$ cat config.mk
export PLATFORM = sky130hd
export DESIGN_NAME = phy_rx_ms
export DESIGN_NICKNAME = d
export VERILOG_FILES = /design/src/rtl/phy_rx_ms.sv
export SDC_FILE = /design/constraint.sdc
export NUM_CORES = 1
export LEC_CHECK = 0
export ABC_CLOCK_PERIOD_IN_PS = 2700
export CAP_MARGIN = 20
export CORE_UTILIZATION = 50
export DETAILED_ROUTE_END_ITERATION = 7
export PLACE_DENSITY_LB_ADDON = 0.15
export SLEW_MARGIN = 10
export SYNTH_ARGS = -nofsm -noshare
export SYNTH_HDL_FRONTEND = slang
export SYNTH_SLANG_ARGS = --single-unit
$ cat constraint.sdc
create_clock -name clk_i -period 2.7 [get_ports clk_i]
set_input_delay 0.405 -clock clk_i [delete_from_list [all_inputs] [get_ports clk_i]]
set_output_delay 0.405 -clock clk_i [all_outputs]
set_load 0.03 [all_outputs]
$ cat src/rtl/phy_rx_ms.sv
// USB full/low-speed receive PHY: line sync, bit recovery, NRZI/destuffing, byte assembly, bus-reset detect.
// Optional PHY_RX_MS_ERRCODE_EN adds rx_err_code_o (01 stuffing, 10 SE1, 11 bad EOP / SE0 mid-byte).
module phy_rx_ms #(
  parameter int unsigned BIT_SAMPLES = 4,
  parameter int unsigned LS_FACTOR   = 8,
  parameter int unsigned RST_BITS    = 32
) (
  input  logic       clk_i,
  input  logic       rstn_i,
  input  logic       rx_en_i,
  input  logic       ls_i,
  input  logic       rx_dp_i,
  input  logic       rx_dn_i,
  output logic [7:0] rx_data_o,
  output logic       rx_valid_o,
  output logic       rx_err_o,
  output logic       rx_ready_o,
  output logic       usb_reset_o
`ifdef PHY_RX_MS_ERRCODE_EN
  ,
  output logic [1:0] rx_err_code_o
`endif
);

  localparam int unsigned PMAX    = BIT_SAMPLES * LS_FACTOR;
  localparam int unsigned CW      = $clog2(PMAX + 1);
  localparam int unsigned RST_CYC = RST_BITS * BIT_SAMPLES;
  localparam int unsigned RW      = $clog2(RST_CYC + 1);
  localparam int unsigned HOLD    = 4 * BIT_SAMPLES;
  localparam int unsigned HW      = $clog2(HOLD + 1);

  localparam logic [1:0] ERR_NONE  = 2'b00;
  localparam logic [1:0] ERR_STUFF = 2'b01;
  localparam logic [1:0] ERR_SE1   = 2'b10;
  localparam logic [1:0] ERR_EOP   = 2'b11;

  typedef enum logic [1:0] {L_SE0 = 2'd0, L_J = 2'd1, L_K = 2'd2, L_SE1 = 2'd3} line_e;
  typedef enum logic [2:0] {IDLE, SYNC, DATA, EOP, ERR} state_e;

  logic [1:0]    dp_sync, dn_sync;
  logic          dp_h, dn_h;
  logic          en_q, ls_q;
  logic [CW-1:0] phase, period_c;
  logic          edge_c, strobe_c, bit_c;
  line_e         line_c, line_q;
  state_e        state;
  logic [2:0]    alt_cnt, bit_cnt, ones_cnt;
  logic [1:0]    se0_bits;
  logic [6:0]    shreg;
  logic [1:0]    abort_c;
  logic [RW-1:0] se0_run;
  logic [HW-1:0] hold_cnt;

  // Two-flop synchronizers, history flops for edge detection, speed latch on enable rise
  always_ff @(posedge clk_i or negedge rstn_i) begin
    if (!rstn_i) begin
      dp_sync <= 2'b00;
      dn_sync <= 2'b00;
      dp_h    <= 1'b0;
      dn_h    <= 1'b0;
      en_q    <= 1'b0;
      ls_q    <= 1'b0;
    end else begin
      dp_sync <= {dp_sync[0], rx_dp_i};
      dn_sync <= {dn_sync[0], rx_dn_i};
      dp_h    <= dp_sync[1];
      dn_h    <= dn_sync[1];
      en_q    <= rx_en_i;
      if (rx_en_i && !en_q) ls_q <= ls_i;
    end
  end

  assign edge_c = (dp_sync[1] != dp_h) || (dn_sync[1] != dn_h);

  // J/K polarity swaps with the latched speed
  always_comb begin
    line_c = L_SE0;
    case ({dp_sync[1], dn_sync[1]})
      2'b00:   line_c = L_SE0;
      2'b11:   line_c = L_SE1;
      2'b10:   line_c = ls_q ? L_K : L_J;
      default: line_c = ls_q ? L_J : L_K;
    endcase
  end

  assign period_c = ls_q ? CW'(PMAX) : CW'(BIT_SAMPLES);

  always_ff @(posedge clk_i or negedge rstn_i) begin
    if (!rstn_i) begin
      phase <= '0;
    end else if (edge_c || phase >= period_c - CW'(1)) begin
      phase <= '0;
    end else begin
      phase <= phase + CW'(1);
    end
  end

  assign strobe_c = (phase == (period_c >> 1) - CW'(1)) && !edge_c;
  assign bit_c    = (line_c == line_q);

  // Abort classification at a sample strobe; any nonzero code sends the FSM to ERR
  always_comb begin
    abort_c = ERR_NONE;
    if (strobe_c) begin
      case (state)
        DATA: begin
          if (line_c == L_SE1) begin
            abort_c = ERR_SE1;
          end else if (line_c == L_SE0) begin
            if (bit_cnt > 3'd1) abort_c = ERR_EOP;
          end else if (ones_cnt == 3'd6 && bit_c) begin
            abort_c = ERR_STUFF;
          end
        end
        EOP: begin
          if (line_c == L_SE1) begin
            abort_c = ERR_SE1;
          end else if (line_c == L_K || (line_c == L_SE0 && se0_bits == 2'd2)) begin
            abort_c = ERR_EOP;
          end
        end
        default: abort_c = ERR_NONE;
      endcase
    end
  end

  always_ff @(posedge clk_i or negedge rstn_i) begin
    if (!rstn_i) begin
      state      <= IDLE;
      line_q     <= L_SE0;
      alt_cnt    <= '0;
      bit_cnt    <= '0;
      ones_cnt   <= '0;
      se0_bits   <= '0;
      shreg      <= '0;
      rx_data_o  <= '0;
      rx_valid_o <= 1'b0;
      rx_err_o   <= 1'b0;
      rx_ready_o <= 1'b0;
    end else if (!rx_en_i) begin
      state      <= IDLE;
      line_q     <= L_SE0;
      alt_cnt    <= '0;
      bit_cnt    <= '0;
      ones_cnt   <= '0;
      se0_bits   <= '0;
      rx_valid_o <= 1'b0;
      rx_err_o   <= 1'b0;
      rx_ready_o <= 1'b0;
    end else begin
      rx_ready_o <= 1'b0;
      if (state == IDLE) rx_err_o <= 1'b0;
      if (strobe_c) begin
        line_q <= line_c;
        if (abort_c != ERR_NONE) begin
          state      <= ERR;
          rx_valid_o <= 1'b0;
          rx_err_o   <= 1'b1;
        end else begin
          case (state)
            IDLE: begin
              if (line_q == L_J && line_c == L_K) begin
                state   <= SYNC;
                alt_cnt <= '0;
              end
            end
            SYNC: begin
              if (line_c == L_SE0 || line_c == L_SE1) begin
                state <= IDLE;
              end else if (line_c == line_q) begin
                if (line_c == L_K && alt_cnt >= 3'd5) begin
                  state      <= DATA;
                  rx_valid_o <= 1'b1;
                  bit_cnt    <= '0;
                  ones_cnt   <= '0;
                end else begin
                  state <= IDLE;
                end
              end else if (alt_cnt != 3'd7) begin
                alt_cnt <= alt_cnt + 3'd1;
              end
            end
            DATA: begin
              if (line_c == L_SE0) begin
                state      <= EOP;
                rx_valid_o <= 1'b0;
                se0_bits   <= 2'd1;
              end else if (ones_cnt == 3'd6) begin
                ones_cnt <= '0;
              end else begin
                ones_cnt <= bit_c ? ones_cnt + 3'd1 : 3'd0;
                shreg    <= {bit_c, shreg[6:1]};
                if (bit_cnt == 3'd7) begin
                  rx_data_o  <= {bit_c, shreg};
                  rx_ready_o <= 1'b1;
                  bit_cnt    <= '0;
                end else begin
                  bit_cnt <= bit_cnt + 3'd1;
                end
              end
            end
            EOP: begin
              if (line_c == L_J) begin
                rx_ready_o <= 1'b1;
                state      <= IDLE;
              end else begin
                se0_bits <= se0_bits + 2'd1;
              end
            end
            ERR: begin
              rx_ready_o <= 1'b1;
              state      <= IDLE;
            end
            default: state <= IDLE;
          endcase
        end
      end
    end
  end

  // Bus reset: long SE0 run, minimum high time, release on first non-SE0 sample
  always_ff @(posedge clk_i or negedge rstn_i) begin
    if (!rstn_i) begin
      se0_run     <= '0;
      hold_cnt    <= '0;
      usb_reset_o <= 1'b0;
    end else if (!rx_en_i) begin
      se0_run     <= '0;
      hold_cnt    <= '0;
      usb_reset_o <= 1'b0;
    end else begin
      if (line_c == L_SE0) begin
        if (se0_run != RW'(RST_CYC)) se0_run <= se0_run + RW'(1);
      end else begin
        se0_run <= '0;
      end
      if (!usb_reset_o) begin
        hold_cnt <= '0;
        if (line_c == L_SE0 && se0_run == RW'(RST_CYC - 1)) usb_reset_o <= 1'b1;
      end else begin
        if (hold_cnt != HW'(HOLD)) hold_cnt <= hold_cnt + HW'(1);
        if (hold_cnt >= HW'(HOLD - 1) && line_c != L_SE0) usb_reset_o <= 1'b0;
      end
    end
  end

`ifdef PHY_RX_MS_ERRCODE_EN
  // Error code tracks rx_err_o: captured on abort, cleared once back in IDLE
  always_ff @(posedge clk_i or negedge rstn_i) begin
    if (!rstn_i) begin
      rx_err_code_o <= ERR_NONE;
    end else if (!rx_en_i || state == IDLE) begin
      rx_err_code_o <= ERR_NONE;
    end else if (abort_c != ERR_NONE) begin
      rx_err_code_o <= abort_c;
    end
  end
`endif

endmodule

# ---- Word level (Yosys, flattened, before mapping)
# Cells that the tools add are included.
dict set report classes {
  bitwise_logic 3
  n_lt_le_gt_ge 4
  n_reduce_logical 27
  add_sub_neg 9
  n_eq_ne 46
  mux 86
}
# op n
set ops {}
lappend ops {{3-bit two-way mux} 30}
lappend ops {{2-bit two-way mux} 16}
lappend ops {{3-bit != test (second input constant)} 10}
lappend ops {{8-bit two-way mux} 3}
lappend ops {{1-bit two-way mux} 23}
lappend ops {{7-bit AND reduction} 3}
lappend ops {{4-bit != test (second input constant)} 5}
lappend ops {{3-bit case mux with 2 select lines} 3}
lappend ops {{5-bit two-way mux} 3}
lappend ops {{6-bit two-way mux} 2}
lappend ops {{3-bit case mux with 4 select lines} 1}
lappend ops {{6-bit AND reduction} 2}
lappend ops {{2-bit == test (second input constant)} 5}
lappend ops {{5-bit != test (second input constant)} 2}
lappend ops {{5-bit AND reduction} 2}
lappend ops {{3-bit by 1-bit adder with 3-bit output (second input constant)} 3}
lappend ops {{3-bit == test (second input constant)} 3}
lappend ops {{3-bit by 1-bit != test with 1-bit output (second input constant)} 3}
lappend ops {{3-bit by 2-bit != test with 1-bit output (second input constant)} 3}
lappend ops {{8-bit by 1-bit adder with 8-bit output (second input constant)} 1}
lappend ops {{8-bit by 7-bit == test with 1-bit output (second input constant)} 1}
lappend ops {{1-bit logical AND} 8}
lappend ops {{8-bit != test (second input constant)} 1}
lappend ops {{2-bit case mux with 2 select lines} 2}
lappend ops {{29 further kinds} 40}
dict set report word_totals {
  regBits 62
  input_bits 6
  output_inout_bits 12
  elab_cells 196
}

# ---- Longest topological paths before layout
# Gate-level depths: netlist (run 1).
dict set report depth {
  ltp_word 13
  ltp_mapped 10
  ltp_nobuf 9
}

# ---- Worst setup path before layout (run 1)
# OpenSTA, ideal clock, no wires.
dict set report synth_timing {
  kind {register to register}
  from {register ls_q}
  to {register ones_cnt[0]}
  arrival_ps 2478
  slack_ps 97
  path_stages_with_launch 10
  path_buffers 1
  required_ps 2575
  setup_time_ps 125
  synth_period_minus_slack_ps 2603
  cell_sequence {dfrtp_1 -> clkbuf_1 -> mux2i_1 -> ha_1 -> or2_2 -> or4_1 -> a31oi_1 -> o41a_1 -> nor3_4 -> mux2_2}
}
dict set report synth_between {
  elab_chain_len 12
  word_cells_on_any_way 38
  cone_classes {add/sub (1); eq/ne (10); mux (18); reduce/logical (9)}
}
# element line_no
set synth_lines {}
lappend synth_lines {{from (decl)} 42} ;# logic en_q, ls_q;
lappend synth_lines {{from (signal assigned)} 69} ;# if (rx_en_i && !en_q) ls_q <= ls_i;
lappend synth_lines {{2-bit two-way mux, on equally long branches} {82, 81}}
lappend synth_lines {{2-bit case mux with 3 select lines} 78} ;# case ({dp_sync[1], dn_sync[1]})
lappend synth_lines {{2-bit == test / 2-bit zero test (equally long branches)} -}
lappend synth_lines {{1-bit logical AND, on equally long branches} {111, 118}}
lappend synth_lines {{1-bit two-way mux / 1-bit logical OR (equally long branches)} {111, 118}}
lappend synth_lines {{2-bit two-way mux, on equally long branches} {109, 118}}
lappend synth_lines {{2-bit two-way mux, on equally long branches} {107, 116}}
lappend synth_lines {{2-bit case mux with 2 select lines} 105} ;# case (state)
lappend synth_lines {{2-bit two-way mux} 104} ;# if (strobe_c) begin
lappend synth_lines {{2-bit nonzero test} 155} ;# if (abort_c != ERR_NONE) begin
lappend synth_lines {{2-bit != test (no line)} -}
lappend synth_lines {{7-bit AND reduction (no line)} -}
lappend synth_lines {{to (signal assigned)} 191} ;# ones_cnt <= bit_c ? ones_cnt + 3'd1 : 3'd0;
lappend synth_lines {{to (decl)} 47} ;# logic [2:0] alt_cnt, bit_cnt, ones_cnt;
# Parallel ways exist; a longest one is shown, timed or not. The select of a mux whose other input is x is not followed.
# A chain may end at the register's enable or synchronous reset.

# ---- Worst setup path in the final report (run 1)
# Ends and elaborated chain as after synthesis.

==> results of run 1 <==
==> worst max path at each step <==
stage | start | to | slack, ns | cells after the start
after floorplan | ls_q | ones_cnt[0] | 0.1 | 9
after global placement | ls_q | ones_cnt[1] | 0.09 | 8
after detailed placement | ls_q | ones_cnt[1] | -0.02 | 8
after CTS | ls_q | ones_cnt[1] | 0.004 | 8
after global routing | ls_q | ones_cnt[1] | -0.009 | 8
final | ls_q | ones_cnt[0] | 0.05 | 8
==> what timing repair did <==
action / in CTS / in global routing
endpoints found under the setup margin: 2 / 22
resized for setup: 2 / 9
pin swaps: 0 / 3
cloned: 0 / 0
buffers inserted: 0 / 2
==> metal layers <==
layer / GRT usage (%) / up-vias
li1: - / 1213
met1: 26.1 / 1175
met2: 32.2 / 39
met3: 4.35 / 11
met4: 11.9 / 0
met5: 0 / -
==> critical path, stage by stage, from the launching register on <==
cell     delay [ns]
dfrtp_2        0.49
mux2i_4        0.22
ha_2           0.20
or2_2          0.26
or4_1          0.48
a31oi_1        0.19
o41a_1         0.29
nor3_4         0.10
mux2_2         0.29
==> logic make-up after synthesis <==
| kind of cell | count (synthesis) |
|---|---|
| simple gates | 114 |
| compound gates | 56 |
| buf+inv | 32 |
| fa+ha+maj | 21 |
| flops | 62 |
| mux | 23 |
| xor+xnor | 15 |
==> layout make-up <==
type / instances / area, um2 / share of cell area, %
clock buffer: 9 / 124 / 3.13
clock inverter: 7 / 73.8 / 1.87
sequential: 62 / 1560 / 39.4
tap: 77 / 96.3 / 2.44
multi-input combinational: 229 / 1710 / 43.4
timing repair buffer: 34 / 309 / 7.82
inverter: 21 / 78.8 / 1.99
==> sequential cells by signal, summed over array words and instances (netlist names), 3 cells and up <==
name and cells:
se0_run 8, state 3, alt_cnt 3, ones_cnt 3
rx_data_o 8, shreg 7, hold_cnt 5, bit_cnt 3
phase 6
==> power by group <==
group          internal [mW]  total [mW]  switching (mW)
Sequential             0.941       0.959          0.0172
Combinational         0.0633       0.150          0.0869
Clock                  0.428       0.812           0.384
==> stage by stage <==
step	utilization, %	setup TNS [ns]
after floorplan	-	0
after global placement	57.6	0
after detailed placement	57.6	-0.0407
after CTS	60.8	0
after global routing	61.5	-0.0165
final	61.5	0
==> cell usage in the layout (no fill, tap or decap), drive strengths merged, types with 11 or more instances in the layout <==
cell           instances
dfrtp                 62
nor2                  37
inv                   22
ha                    21
nand2                 20
buf                   18
clkdlybuf4s50         16
mux2                  16
a21oi                 15
o21ai                 13
nand3                 11
==> flow_metrics.env, run 1 <==
export IMPL_status="complete, but fails checks"
export IMPL_violations="DRC"
export IMPL_synth_compound_area_share_pct=11.4
export IMPL_start_kind="flip-flop"
export IMPL_grt_pass1_vias=2447
export IMPL_n_fill_cell=528
export IMPL_postRouteAntennaNets=0
export IMPL_synthXorXnorAreaFrac_pct=3.90
export IMPL_ir_drop_v=0.000357
export IMPL_drt_first_iter_violations=126
export IMPL_die_width_um=84.1
export IMPL_r2r_cells=8
export IMPL_drtPass1Iterations=6
export IMPL_grt_pass1_wl_um=11300
export IMPL_crit_arrival_ns=2.88
export IMPL_synthTopCellsByArea="dfrtp_1, ha_1, nor2_1, mux2_4, mux2_2"
export IMPL_clkSinkCount=62
export IMPL_p_leak_nw=1.82
export IMPL_synth_flop_cell="dfrtp_1"
export IMPL_wl_per_cell_um=14.9
export IMPL_row_count=29
export IMPL_cts_inserted_buffers=9
export IMPL_dp_cells=421
export IMPL_pre_cts_ws_ns=-0.0212
export IMPL_place_congestion=0.896
export IMPL_die_area_mm2=0.00707
export IMPL_ios=18
export IMPL_fin_area_mm2=0.00395
export IMPL_power_mw=1.92
export IMPL_ys_types=50
export IMPL_via_count=2438
export IMPL_postCtsHoldBufs=0
export IMPL_slew_viol_final=0
export IMPL_wl_met2_um=3020
export IMPL_layout_cells_non_filler=439
export IMPL_r2r_end="ones_cnt[0]"
export IMPL_setup_ws_ns=0.0474
export IMPL_synthSimpleGateAreaFrac_pct=18.6
export IMPL_synth_area_mux_share_pct=8.20
export IMPL_h_tree_depth=3
export IMPL_coreArea_mm2=0.00642
export IMPL_yosys_area_top_type="dfrtp_1"
export IMPL_synth_top_area_share_pct=46.0
export IMPL_synth_nets=350
export IMPL_root_buffer="clkbuf_8"
export IMPL_slew_headroom_pct=58.9
export IMPL_start_util_pct=52.5
export IMPL_setup_viol=0
export IMPL_numPortBuffers=17
export IMPL_crit_fanout=6
export IMPL_r2r_slack_ns=0.05
export IMPL_ys_top_cells_by_count="dfrtp_1, nor2_1, ha_1, inv_1, nand2_1"
export IMPL_fin_crit_sh_pct=98.2
export IMPL_synthAdderAreaFrac_pct=7.80
export IMPL_final_hold_viol_count=0
export IMPL_rsz0062_at_grt="yes"
export IMPL_clock_latency_ns=0.35
export IMPL_antenna_cells=0
export IMPL_netlist_area_mm2=0.00337
export IMPL_fmaxAchievable_mhz=377
export IMPL_required_ns=2.93
export IMPL_hp_class="input pin to asynchronous set/reset pin"
export IMPL_place_area_mm2=0.00370
export IMPL_finClkSkew_ns=0.00899
export IMPL_yosysMostFrequentCell="dfrtp_1"
export IMPL_r2r_start="ls_q"
export IMPL_p_per_area_mw_per_mm2=486
export IMPL_antenna_found_initial=0
export IMPL_ys_warnings_count=0
export IMPL_cts_buffer_depth=2
export IMPL_synthCells=323
export IMPL_seq_area_frac_synth_pct=46.0
export IMPL_clk_pin_slew_worst_paths_ns=0.07
export IMPL_tightest_slew_ns=0.616
export IMPL_grt_usage_pct=20.4
export IMPL_synth_edf_count=0
export IMPL_met3_length_um=235
export IMPL_grt_start_max_net_pins=39
export IMPL_synth_top_family_by_area="simple AND/OR/NAND/NOR gates"
export IMPL_dp_hpwl_um=4640
export IMPL_min_period_ns=2.65
export IMPL_cts_tree="built"
export IMPL_finalWirelength_um=6550
export IMPL_dr_max_layer_used="met4"
export IMPL_drive_gt1_share_pct=19.1
export IMPL_async_flop_share_pct=100
export IMPL_fin_nets=384
export IMPL_drc=2
export IMPL_wl_met1_um=3160
export IMPL_setup_worst_path_class="flip-flop to flip-flop"
export IMPL_syn_avg_cell_area_um2=10.4
export IMPL_drv_cap=0
export IMPL_setup_worst_path_end_class="flip-flop"
export IMPL_die_h_um=84.1
export IMPL_hold_ws_ns=0.0650
export IMPL_routed_via_density=5.55
export IMPL_synth_seq_cells=62
export IMPL_overflow=0
export IMPL_syn_to_final_growth_pct=17.2
Note: power is estimated with default switching activity, not from simulation.
==> inputs of run 2 (changes only) <==
GPL_TIMING_DRIVEN = 1   (was default)
==> results of run 2 <==
Same layout as run 1: the final DEF is identical, and so are final timing and power.
==> inputs of run 3 (changes only) <==
CORE_UTILIZATION = 28   (was 50)
PLACE_DENSITY = 0.5   (was default)
PLACE_DENSITY_LB_ADDON = default   (was 0.15)
==> flow_metrics.env, run 3 (synthesis gave the netlist of run 1 again) <==
export IMPL_die_width_um=112
export IMPL_slew_headroom_pct=59.8
export IMPL_wl_met1_um=3440
export IMPL_postCtsHoldBufs=0
export IMPL_h_tree_depth=3
export IMPL_power_mw=2.43
export IMPL_crit_path_start="ls_q"
export IMPL_dr_max_layer_used="met4"
export IMPL_largestRegisters="rx_data_o (8), se0_run (8), shreg (7)"
export IMPL_place_area_mm2=0.00380
export IMPL_grt_usage_pct=12.3
export IMPL_met3_length_um=210
export IMPL_combPwrFrac_pct=5.9
export IMPL_antenna_cells=0
export IMPL_fmaxAchievable_mhz=382
export IMPL_dp_cells=489
export IMPL_setup_worst_path_class="flip-flop to flip-flop"
export IMPL_crit_fanout=6
export IMPL_p_per_area_mw_per_mm2=585
export IMPL_finalSetupTns_ns=0
export IMPL_fin_nets=385
export IMPL_r2r_end="ones_cnt[1]"
export IMPL_r2r_cells=8
export IMPL_final_hold_viol_count=0
export IMPL_r2r_start="ls_q"
export IMPL_drv_cap=0
export IMPL_path_buf_inv=0
export IMPL_crit_end="ones_cnt[1]"
export IMPL_tightest_slew_ns=0.603
export IMPL_critical_path_top_delay_family="simple AND/OR/NAND/NOR gates"
export IMPL_start_util_pct=29.1
export IMPL_cpPeakStageDelay_ns=0.47
export IMPL_hold_ws_ns=0.0834
export IMPL_place_congestion=0.838
export IMPL_crit_cells=8
export IMPL_numPortBuffers=17
export IMPL_crit_slowest_cell="or4_1"
export IMPL_slew_viol_final=0
export IMPL_required_ns=2.91
export IMPL_seq_power_share_pct=39.4
export IMPL_cts_inserted_buffers=9
export IMPL_grt_pass1_wl_um=12200
export IMPL_drive_gt1_share_pct=18.2
export IMPL_drt_first_iter_violations=86
export IMPL_setup_viol=0
export IMPL_wl_met2_um=3070
export IMPL_fin_crit_sh_pct=97.0
export IMPL_finClkSkew_ns=0.00481
export IMPL_die_area_mm2=0.0125
export IMPL_final_cell_mix="dfrtp_1, nor2_1, ha_1"
export IMPL_wl_per_cell_um=13.6
export IMPL_postRouteAntennaNets=0
export IMPL_start_kind="flip-flop"
export IMPL_via_count=2432
export IMPL_coreArea_mm2=0.0116
export IMPL_dp_hpwl_um=4970
export IMPL_hp_class="input pin to asynchronous set/reset pin"
export IMPL_swShare_pct=21.6
export IMPL_clk_pin_slew_worst_paths_ns=0.05
export IMPL_min_period_ns=2.62
export IMPL_routed_via_density=4.81
export IMPL_clkSinkCount=62
export IMPL_fin_area_mm2=0.00416
export IMPL_rsz0062_at_grt="yes"
export IMPL_violations="DRC"
export IMPL_status="complete, but fails checks"
export IMPL_n_fill_cell=1141
export IMPL_finalWirelength_um=6880
export IMPL_ios=18
export IMPL_root_buffer="clkbuf_16"
export IMPL_grt_pass1_vias=2557
export IMPL_final_common_cell="dfrtp_1"
export IMPL_switchingPower_mw=0.526
export IMPL_path_cells="mux2i_2, ha_1, or2_2, or4_1, a31oi_1, o41a_1, nor3_4, mux2_2"
export IMPL_setup_worst_path_end_class="flip-flop"
export IMPL_layout_cells_non_filler=506
export IMPL_die_h_um=112
export IMPL_cts_tree="built"
export IMPL_drtPass1Iterations=6
export IMPL_overflow=0
export IMPL_cts_buffer_depth=2
export IMPL_clock_latency_ns=0.33
export IMPL_p_clk_share_pct=54.7
export IMPL_p_leak_nw=1.89
export IMPL_r2r_slack_ns=0.08
export IMPL_p_int_mw=1.91
export IMPL_grt_start_max_net_pins=39
export IMPL_drc=2
export IMPL_antenna_found_initial=0
export IMPL_crit_arrival_ns=2.83
export IMPL_row_count=39
export IMPL_ir_drop_v=0.000249
export IMPL_syn_to_final_growth_pct=23.4
run 3: cell count changes in the layout (fill, tap and decap cells not counted), moves of 2 or more:
cell / delta
clkinv_2: -2
buf_4: +2
bufinv_16: +2
clkbuf_8: -9
clkbuf_16: +9
mux2i_4: -2
run 3: layer usage:
| metal | global-route usage [%] | up-vias |
|---|---|---|
| met5 | 0 | - |
| met4 | 5.59 | 0 |
| li1 | - | 1212 |
| met2 | 19.4 | 42 |
| met1 | 15.9 | 1159 |
| met3 | 3.16 | 19 |
run 3: worst min-delay path by stage:
stage	endpoint	slack, ns	start
2_1_floorplan	alt_cnt[0]	0.11	rstn_i
3_3_place_gp	dn_sync[1]	0.34	dn_sync[0]
3_5_place_dp	dn_sync[1]	0.34	dn_sync[0]
4_1_cts	rx_valid_o	0.11	rstn_i
5_1_grt	state[0]	0.13	rstn_i
6_report	state[0]	0.08	rstn_i
run 3: metrics by stage:
step,worst slack [ns],util (%)
finish,0.0813,36.0
detailed placement,0.0611,32.8
global route,-0.0369,36.0
global placement,0.117,32.8
CTS,0.0324,35.8
floorplan,0.0974,-
run 3: power groups by stage:
| stage | clock (mW) | combinational, mW | sequential (mW) |
|---|---|---|---|
| 2_1_floorplan | 0 | 0.0887 | 0.966 |
| 3_3_place_gp | 0 | 0.144 | 0.973 |
| 3_5_place_dp | 0 | 0.143 | 0.974 |
| 4_1_cts | 1.37 | 0.143 | 0.957 |
| 5_1_grt | 1.41 | 0.165 | 0.960 |
| 6_report | 1.33 | 0.144 | 0.958 |
run 3: cell type report:
| type | instances | area, um2 | share of cell area (%) |
|---|---|---|---|
| multi-input combinational | 229 | 1690 | 40.6 |
| timing repair buffer | 35 | 313 | 7.52 |
| clock buffer | 9 | 225 | 5.42 |
| sequential | 62 | 1550 | 37.4 |
| clock inverter | 7 | 123 | 2.95 |
| tap | 143 | 179 | 4.30 |
| inverter | 21 | 78.8 | 1.90 |
run 3: what timing repair did:
| item | in CTS | in global routing |
|---|---|---|
| gates resized for setup | 0 | 4 |
| setup buffers | 0 | 1 |
| endpoints found under the setup margin | 0 | 14 |
run 3: worst reg2reg max path, delay by kind of cell, from the launching register on:
kind,cells,cell delay (ns)
muxes,2,0.49
DFF,1,0.45
AOI/OAI and AO/OA,2,0.51
adders and majority gates,1,0.22
and+or+nand+nor,3,0.83
